## config.mk

```make
export PLATFORM = sky130hd
export DESIGN_NAME = debounce_multi
export DESIGN_NICKNAME = d
export VERILOG_FILES = /design/src/rtl/debounce_pkg.sv /design/src/rtl/debounce_channel.sv /design/src/rtl/debounce_multi.sv
export SDC_FILE = /design/constraint.sdc
export NUM_CORES = 1
export LEC_CHECK = 0
export ABC_AREA = 1
export CAP_MARGIN = 10
export CORE_MARGIN = 1.5
export CORE_UTILIZATION = 40
export CTS_CLUSTER_DIAMETER = 50
export CTS_CLUSTER_SIZE = 40
export DETAILED_ROUTE_END_ITERATION = 7
export PLACE_DENSITY = 0.54
export SYNTH_ARGS = -nofsm -noshare
export SYNTH_HDL_FRONTEND = slang
export SYNTH_HIERARCHICAL = 1
export SYNTH_SLANG_ARGS = --single-unit
```

## constraint.sdc

```tcl
create_clock -name clk -period 1.49 [get_ports clk]
set_input_delay 0.298 -clock clk [delete_from_list [all_inputs] [get_ports clk]]
set_output_delay 0.298 -clock clk [all_outputs]
set_load 0.02 [all_outputs]
```

## src/rtl/debounce_pkg.sv

```systemverilog
// Shared types and helpers for the multi-channel debouncer.
package debounce_pkg;

  // Per-channel debounced state: released or pressed.
  typedef enum logic {
    DB_IDLE    = 1'b0,
    DB_PRESSED = 1'b1
  } db_state_t;

  // Width of a counter that has to hold every value from 0 to n.
  function automatic int cnt_width(input int n);
    return $clog2(n + 1);
  endfunction

endpackage : debounce_pkg

```

## src/rtl/debounce_channel.sv

```systemverilog
// One debouncer channel: a 2-FF synchroniser, optional polarity inversion,
// a settle counter that drives a two-state FSM, and a saturating hold
// counter that produces a single long-press strobe per press.
module debounce_channel
  import debounce_pkg::*;
#(
  parameter int STABLE_CYCLES = 200,
  parameter int HOLD_CYCLES   = 25000,
  parameter int ACTIVE_LOW    = 0
) (
  input  logic clk,
  input  logic rst_n,
  input  logic i_button,
  output logic o_level,
  output logic o_press,
  output logic o_release_p,
  output logic o_long_press
);

  localparam int CW = cnt_width(STABLE_CYCLES);
  localparam int HW = cnt_width(HOLD_CYCLES);

  // Raw pin level that means "not pressed"; also used as the inversion mask.
  localparam logic RAW_IDLE = (ACTIVE_LOW != 0) ? 1'b1 : 1'b0;

  localparam logic [CW-1:0] CNT_LAST  = CW'(STABLE_CYCLES - 1);
  localparam logic [HW-1:0] HOLD_MAX  = HW'(HOLD_CYCLES);
  localparam logic [HW-1:0] HOLD_LAST = HW'(HOLD_CYCLES - 1);

  logic          r_sync1;
  logic          r_sync2;
  db_state_t     r_state;
  logic [CW-1:0] r_cnt;
  logic          r_press;
  logic          r_release;
  logic [HW-1:0] r_hcnt;
  logic          r_long;

  logic          w_s;
  logic          w_level;
  db_state_t     w_state_nxt;
  logic [CW-1:0] w_cnt_nxt;
  logic          w_press_nxt;
  logic          w_release_nxt;
  logic [HW-1:0] w_hcnt_nxt;
  logic          w_long_nxt;

  // Synchronised sample, normalised so that 1 always means pressed.
  assign w_s     = r_sync2 ^ RAW_IDLE;
  assign w_level = (r_state == DB_PRESSED);

  // Two-stage synchroniser for the asynchronous pin.
  // NOTE: the sync flops clear to the idle pin level, otherwise an
  // active-low channel would see a phantom press right after reset.
  always_ff @(posedge clk or negedge rst_n) begin
    if (!rst_n) begin
      r_sync1 <= RAW_IDLE;
      r_sync2 <= RAW_IDLE;
    end else begin
      // NOTE: non-blocking assignments make r_sync2 take the old r_sync1,
      // giving two real stages rather than one collapsed flop.
      r_sync1 <= i_button;
      r_sync2 <= r_sync1;
    end
  end

  // Settle counter and FSM next state: accept a change only after
  // STABLE_CYCLES consecutive differing samples; any match restarts.
  always_comb begin
    // NOTE: every output of this block gets a default first so that no
    // path leaves a signal unassigned and no latch is inferred.
    w_state_nxt   = r_state;
    w_cnt_nxt     = '0;
    w_press_nxt   = 1'b0;
    w_release_nxt = 1'b0;
    if (w_s != w_level) begin
      if (r_cnt == CNT_LAST) begin
        unique case (r_state)
          DB_IDLE: begin
            w_state_nxt = DB_PRESSED;
            w_press_nxt = 1'b1;
          end
          DB_PRESSED: begin
            w_state_nxt   = DB_IDLE;
            w_release_nxt = 1'b1;
          end
          default: w_state_nxt = DB_IDLE;
        endcase
      end else begin
        w_cnt_nxt = r_cnt + CW'(1);
      end
    end
  end

  // State, settle count and edge strobes are registered together so the
  // strobes coincide with the level change.
  always_ff @(posedge clk or negedge rst_n) begin
    if (!rst_n) begin
      r_state   <= DB_IDLE;
      r_cnt     <= '0;
      r_press   <= 1'b0;
      r_release <= 1'b0;
    end else begin
      r_state   <= w_state_nxt;
      r_cnt     <= w_cnt_nxt;
      r_press   <= w_press_nxt;
      r_release <= w_release_nxt;
    end
  end

  // Hold counter: clears while released, saturates at HOLD_CYCLES, and the
  // long-press strobe fires on the single step into saturation.
  always_comb begin
    w_hcnt_nxt = r_hcnt;
    w_long_nxt = 1'b0;
    if (!w_level) begin
      w_hcnt_nxt = '0;
    end else if (r_hcnt != HOLD_MAX) begin
      w_hcnt_nxt = r_hcnt + HW'(1);
      w_long_nxt = (r_hcnt == HOLD_LAST);
    end
  end

  // Hold counter and long-press strobe registers.
  always_ff @(posedge clk or negedge rst_n) begin
    if (!rst_n) begin
      r_hcnt <= '0;
      r_long <= 1'b0;
    end else begin
      r_hcnt <= w_hcnt_nxt;
      r_long <= w_long_nxt;
    end
  end

  assign o_level      = w_level;
  assign o_press      = r_press;
  assign o_release_p  = r_release;
  assign o_long_press = r_long;

endmodule : debounce_channel

```

## src/rtl/debounce_multi.sv

```systemverilog
// N-channel button debouncer: one independent debounce_channel per input.
// There is no logic shared between channels.
module debounce_multi
  import debounce_pkg::*;
#(
  parameter int N_CH          = 4,
  parameter int STABLE_CYCLES = 200,
  parameter int HOLD_CYCLES   = 25000,
  parameter int ACTIVE_LOW    = 0
) (
  input  logic            clk,
  input  logic            rst_n,
  input  logic [N_CH-1:0] button,
  output logic [N_CH-1:0] level,
  output logic [N_CH-1:0] press,
  output logic [N_CH-1:0] release_p,
  output logic [N_CH-1:0] long_press
);

  // One debouncer per channel.
  for (genvar g = 0; g < N_CH; g++) begin : g_ch
    debounce_channel #(
      .STABLE_CYCLES(STABLE_CYCLES),
      .HOLD_CYCLES  (HOLD_CYCLES),
      .ACTIVE_LOW   (ACTIVE_LOW)
    ) u_ch (
      .clk         (clk),
      .rst_n       (rst_n),
      .i_button    (button[g]),
      .o_level     (level[g]),
      .o_press     (press[g]),
      .o_release_p (release_p[g]),
      .o_long_press(long_press[g])
    );
  end

endmodule : debounce_multi

```

== After elaboration in Yosys (flattened, before gate mapping) ==
Index checks and enable logic that the tools add are counted.
Operators by class
  $add $sub $neg: 8
  multipliers: 0
  div/mod/pow operators: 0
  $lt $le $gt $ge: 0
  eq/ne operators: 20
  shifts and indexed selects: 0
  multiplexer cells: 52
  bitwise gates (word level): 4
  reductions and logical operators: 4
Operators by type and width (number)
  $mux 15: 8
  $mux 8: 8
  $add 15x1->15 const B: 4
  $eq 15x15->1 const B: 4
  $ne 15x15->1 const B: 4
  $add 8x1->8 const B: 4
  $eq 8x8->1 const B: 4
  $mux 1: 32
  $ne 2x2->1 const B: 4
  $pmux 1 s2: 4
  $reduce_and 2->1: 4
  $ne 1x1->1: 4
  $not 1->1: 4
Word-level totals
  bits in registers: 116
  latch bits: 0
  memory bits (writable): 0
  memory bits (read-only): 0
  input port bits: 6
  output and inout port bits: 16
  logic and storage cells: 120
  memories kept: 0

== Depth between registers and ports, before layout ==
  depth after elaboration: 3
  mapped depth: 7
  depth with buffers taken out: 7

== By module ==
The synthesis kept the hierarchy.
By module, submodules not included
  debounce_channel (g_ch[0].u_ch ...): instances 3, cells each 184, area an instance 1465.2 um^2, sequential area each 725.7 um^2
  debounce_channel (g_ch[1].u_ch): instances 1, cells each 188, area an instance 1468.9 um^2, sequential area each 725.7 um^2

== Worst setup path after synthesis ==
No wires, ideal clock.
  kind: reg2reg
  start: register g_ch[0].u_ch.r_cnt[0]
  end: register g_ch[0].u_ch.r_cnt[6]
  library setup time: 72 ps
  arrival time: 1128 ps
  required time: 1418 ps
  slack: 290 ps
  stages on the path, launching flop included: 7
  path buffers: 0
  cell sequence: dfrtp_1 -> ha_1 -> nand2_1 -> inv_1 -> nand3_1 -> nand2_1 -> nor2_1
On the way
  word-level cells in the longest chain between the ends: 3
  elaborated cells on any way between the ends: 4
  classes of those cells: add/sub: 1; eq/ne: 1; mux: 2
RTL lines
  start, declared: RTL line debounce_channel.sv:33  | logic [CW-1:0] r_cnt;
  start signal, assigned: RTL line debounce_channel.sv:105  | r_cnt <= w_cnt_nxt;
  $add 8x1->8 or $eq 8x8->1 (tied branches): RTL line debounce_channel.sv:90, debounce_channel.sv:77
  $mux 8 *: RTL line debounce_channel.sv:77  | if (r_cnt == CNT_LAST) begin
  $mux 8 *: RTL line debounce_channel.sv:76  | if (w_s != w_level) begin
  via g_ch[0].u_ch.w_cnt_nxt[6]: RTL line debounce_channel.sv:42  | logic [CW-1:0] w_cnt_nxt;
Mark *: on every way through the listed nets, which the timed path passes. The rest lies on a longest branch.
A chain may end at the register's enable or synchronous reset.

== Final worst setup path ==
  start: register g_ch[3].u_ch.r_state
  end: output port level[3]
RTL lines
  start, declared: RTL line debounce_channel.sv:32  | db_state_t r_state;
  start signal, assigned: RTL line debounce_channel.sv:104  | r_state <= w_state_nxt;
  end, declared: RTL line debounce_multi.sv:14  | output logic [N_CH-1:0] level,
No word-level cell between the ends.

==> flow_summary_export.csv <==
group,metric,value,unit
min_path,hold_class,"in -> async",
clocking,worstSkewPairLatency,410,ps
final_layout,nFillCells,1386,
die,dieWidth,124,µm
detailed_routing,met2_length,5.78,mm
final_layout,final_cell_mix,"nand2_1, nor2_1, dfrtp_1, inv_1, nand3_1",
yosys,synth_cells,740,
worst_setup_path,max_stage_delay,380,ps
worst_setup_path,critical_path_required,1190,ps
global_routing,grt_max_degree,46,
worst_setup_path,crit_chain,"dlygate4sd2_1",
timing,maxSlewHeadroom,79.9,%
global_routing,antenna_found_initial,0,
die,boundaryPins,22,
timing,drv_slew,0,
worst_setup_path,cp_num_buf_inv,1,
timing,fin_crit_sh,95.4,%
worst_setup_path,critPathKind,"reg -> out",
worst_setup_path,path_max_fanout,2,
clocking,cts_buffers,17,
clocking,path_clk_slew,50,ps
detailed_routing,met3_wirelength,430,µm
final_layout,regArea,2900,µm²
final_layout,num_antenna_cells,0,
clocking,cts_tree,"done",
die,die-area,15400,µm²
job,maxCapViolCount,0,
worst_setup_path,crit_end,"level[3]",
worst_setup_path,path_delay_family,"flip-flops",
die,die_h,124,µm
global_routing,gr-usage-all-layers,16.9,%
worst_setup_path,rr_endpoint,"g_ch[1].u_ch/r_cnt[6]$_DFF_PN0_",
detailed_routing,drc,0,
final_layout,drive_gt1_share,9.91,%
yosys,yosys_warnings,6,
global_routing,grt_pass1_vias,4641,
worst_setup_path,cp-end-kind,"output port",
global_routing,grt_pass1_wl,20.3,mm
power,power_density,1100,nW/µm²
worst_setup_path,r2r_cells,6,
final_layout,mostFrequentLayoutCell,"nand2_1",
worst_setup_path,r2r_start,"g_ch[1].u_ch/r_cnt[0]$_DFF_PN0_",
worst_setup_path,crit_start,"g_ch[3].u_ch/o_level$_DFFE_PN0P_",
detailed_routing,vias_per_cell,4.96,
global_routing,overflow,0,
detailed_routing,top_layer,"met4",
clocking,cts_max_path_buffers,2,
detailed_routing,routed_wl,11.8,mm
timing,holdWs,299,ps
yosys,syn_area_per_cell,7.92,µm²
final_layout,multi_input_area,2620,µm²
final_layout,areaGrowthSynthToFinish,19.9,%
final_layout,final_cells,981,
placed_design,dp_cells,948,
timing,tightestPinTransition,299,ps
timing,fin_tns_setup,0,ps
clocking,h-tree-depth,4,
detailed_routing,first_pass_iters,7,
yosys,synth_cell_types,22,
power,irDropWorstVdd,0.783,mV
timing,fin_crit,1420,ps
placed_design,gp_congestion,0.860,
detailed_routing,drtAntennaViolNets,0,
placed_design,hpwlAfterDp,8.25,mm
final_layout,nets,806,
final_layout,final_core_util,48.8,%
die,start_util,40.7,%
detailed_routing,vias,4865,
die,fp.coreArea,14400,µm²
yosys,ys_ff_latch,116,
worst_setup_path,worstPathArrival,1120,ps
worst_setup_path,startpoint_type,"register",
yosys,synthesis.area,5860,µm²
worst_setup_path,critical_path.slowest_cell,"dfrtp_1",
yosys,syn-num-nets,762,
run_status,status,"completed",
detailed_routing,wl_per_cell,12.0,µm
clocking,root_buffer,"clkbuf_16",
placed_design,io_buffers,21,
timing,hold_violations,0,
timing,finalSetupViolations,0,
die,placementRows,44,
detailed_routing,wl_met1,5.43,mm
timing,rsz0062_at_grt,"no",
timing,finClkSkew,6.02,ps
power,power.leakage,3.24,nW
worst_setup_path,reg2reg_slack,140,ps
worst_setup_path,cp_num_cells,1,
timing,fmax,703,MHz
detailed_routing,drt_iter0_markers,258,
yosys,yosysSeqAreaShare,49.5,%
clocking,clock-sinks,116,
[where the power goes]
part / internal, W / total, W / leakage [nW] / switching, W
Sequential: 0.00319 / 0.00321 / 1.59 / 0.0000221
Combinational: 0.0000560 / 0.000164 / 1.33 / 0.000108
Clock: 0.00296 / 0.00435 / 0.317 / 0.00139
[worst min path at each step]
stage                                          end  slack (ps)  depth (start not counted)
2_1_floorplan     g_ch[0].u_ch/o_level$_DFFE_PN0P_           2                          0
3_3_place_gp    g_ch[2].u_ch/r_hcnt[9]$_DFFE_PN0P_         190                          1
3_5_place_dp    g_ch[2].u_ch/r_hcnt[9]$_DFFE_PN0P_         190                          1
4_1_cts        g_ch[2].u_ch/r_hcnt[13]$_DFFE_PN0P_         290                          2
5_1_grt             g_ch[2].u_ch/r_sync1$_DFF_PN0_         300                          1
6_report        g_ch[2].u_ch/r_hcnt[9]$_DFFE_PN0P_         300                          2
[logic make-up after synthesis]
kind of cell | after synthesis | share of synthesized area (%)
AO/OA/AOI/OAI | 77 | 7.10
AND/OR/NAND/NOR | 430 | 32.6
XOR/XNOR | 8 | 1.19
buffers and inverters | 93 | 6.14
adder cells (fa/ha/maj) | 16 | 3.41
flip-flops | 116 | 49.5
[layer usage]
layer	track usage (%)	up-vias
met5	0	-
met4	6.53	0
met3	5.04	14
met2	28.3	86
met1	20.4	2275
li1	-	2490
[sequential cells by signal (all words and copies together) (netlist names)]
name and flops:
g_ch.u_ch/o_level 4, g_ch.u_ch/o_long_press 4, g_ch.u_ch/o_press 4, g_ch.u_ch/o_release_p 4, g_ch.u_ch/r_cnt 32, g_ch.u_ch/r_hcnt 60, g_ch.u_ch/r_sync1 4, g_ch.u_ch/r_sync2 4
[cell type report]
type	count	share of cell area, %
well taps	184	3.27
multi-input cells	531	37.2
inverters	86	4.59
clock inverters	9	2.12
flip-flops and latches	116	41.3
repair buffers	32	4.61
clock buffers	23	6.94
[cell usage after synthesis, drive strengths merged]
| master | number | area (µm²) |
|---|---|---|
| o21bai | 6 | 45.0 |
| nand3 | 71 | 380 |
| a21oi | 30 | 150 |
| nand4 | 29 | 181 |
| o21ai | 31 | 155 |
| ha | 16 | 200 |
| dfrtp | 116 | 2900 |
| nor3 | 7 | 35.0 |
| nand2 | 154 | 598 |
| a31oi | 7 | 43.8 |
| buf | 7 | 37.5 |
| nor4 | 4 | 25.0 |
| nor2 | 165 | 694 |
| xor2 | 8 | 70.1 |
| o211ai | 3 | 22.5 |
| inv | 86 | 323 |
[timing repair]
action / in CTS / in global routing
hold buffers: 1 / 0
setup endpoints to repair: 16 / 10
buffers inserted: 0 / 0
hold endpoints to repair: 12 / 0
gates resized for setup: 16 / 4
[through the flow]
step	worst slack [ps]	cell area (µm²)	total power [W]
after floorplan	290	5860	0.00332
after global placement	163	6390	0.00343
after detailed placement	128	6390	0.00344
after CTS	12.1	7020	0.00786
after global routing	8.86	7030	0.00804
final	68.2	7030	0.00773
Power figures use the tool's default switching activity.
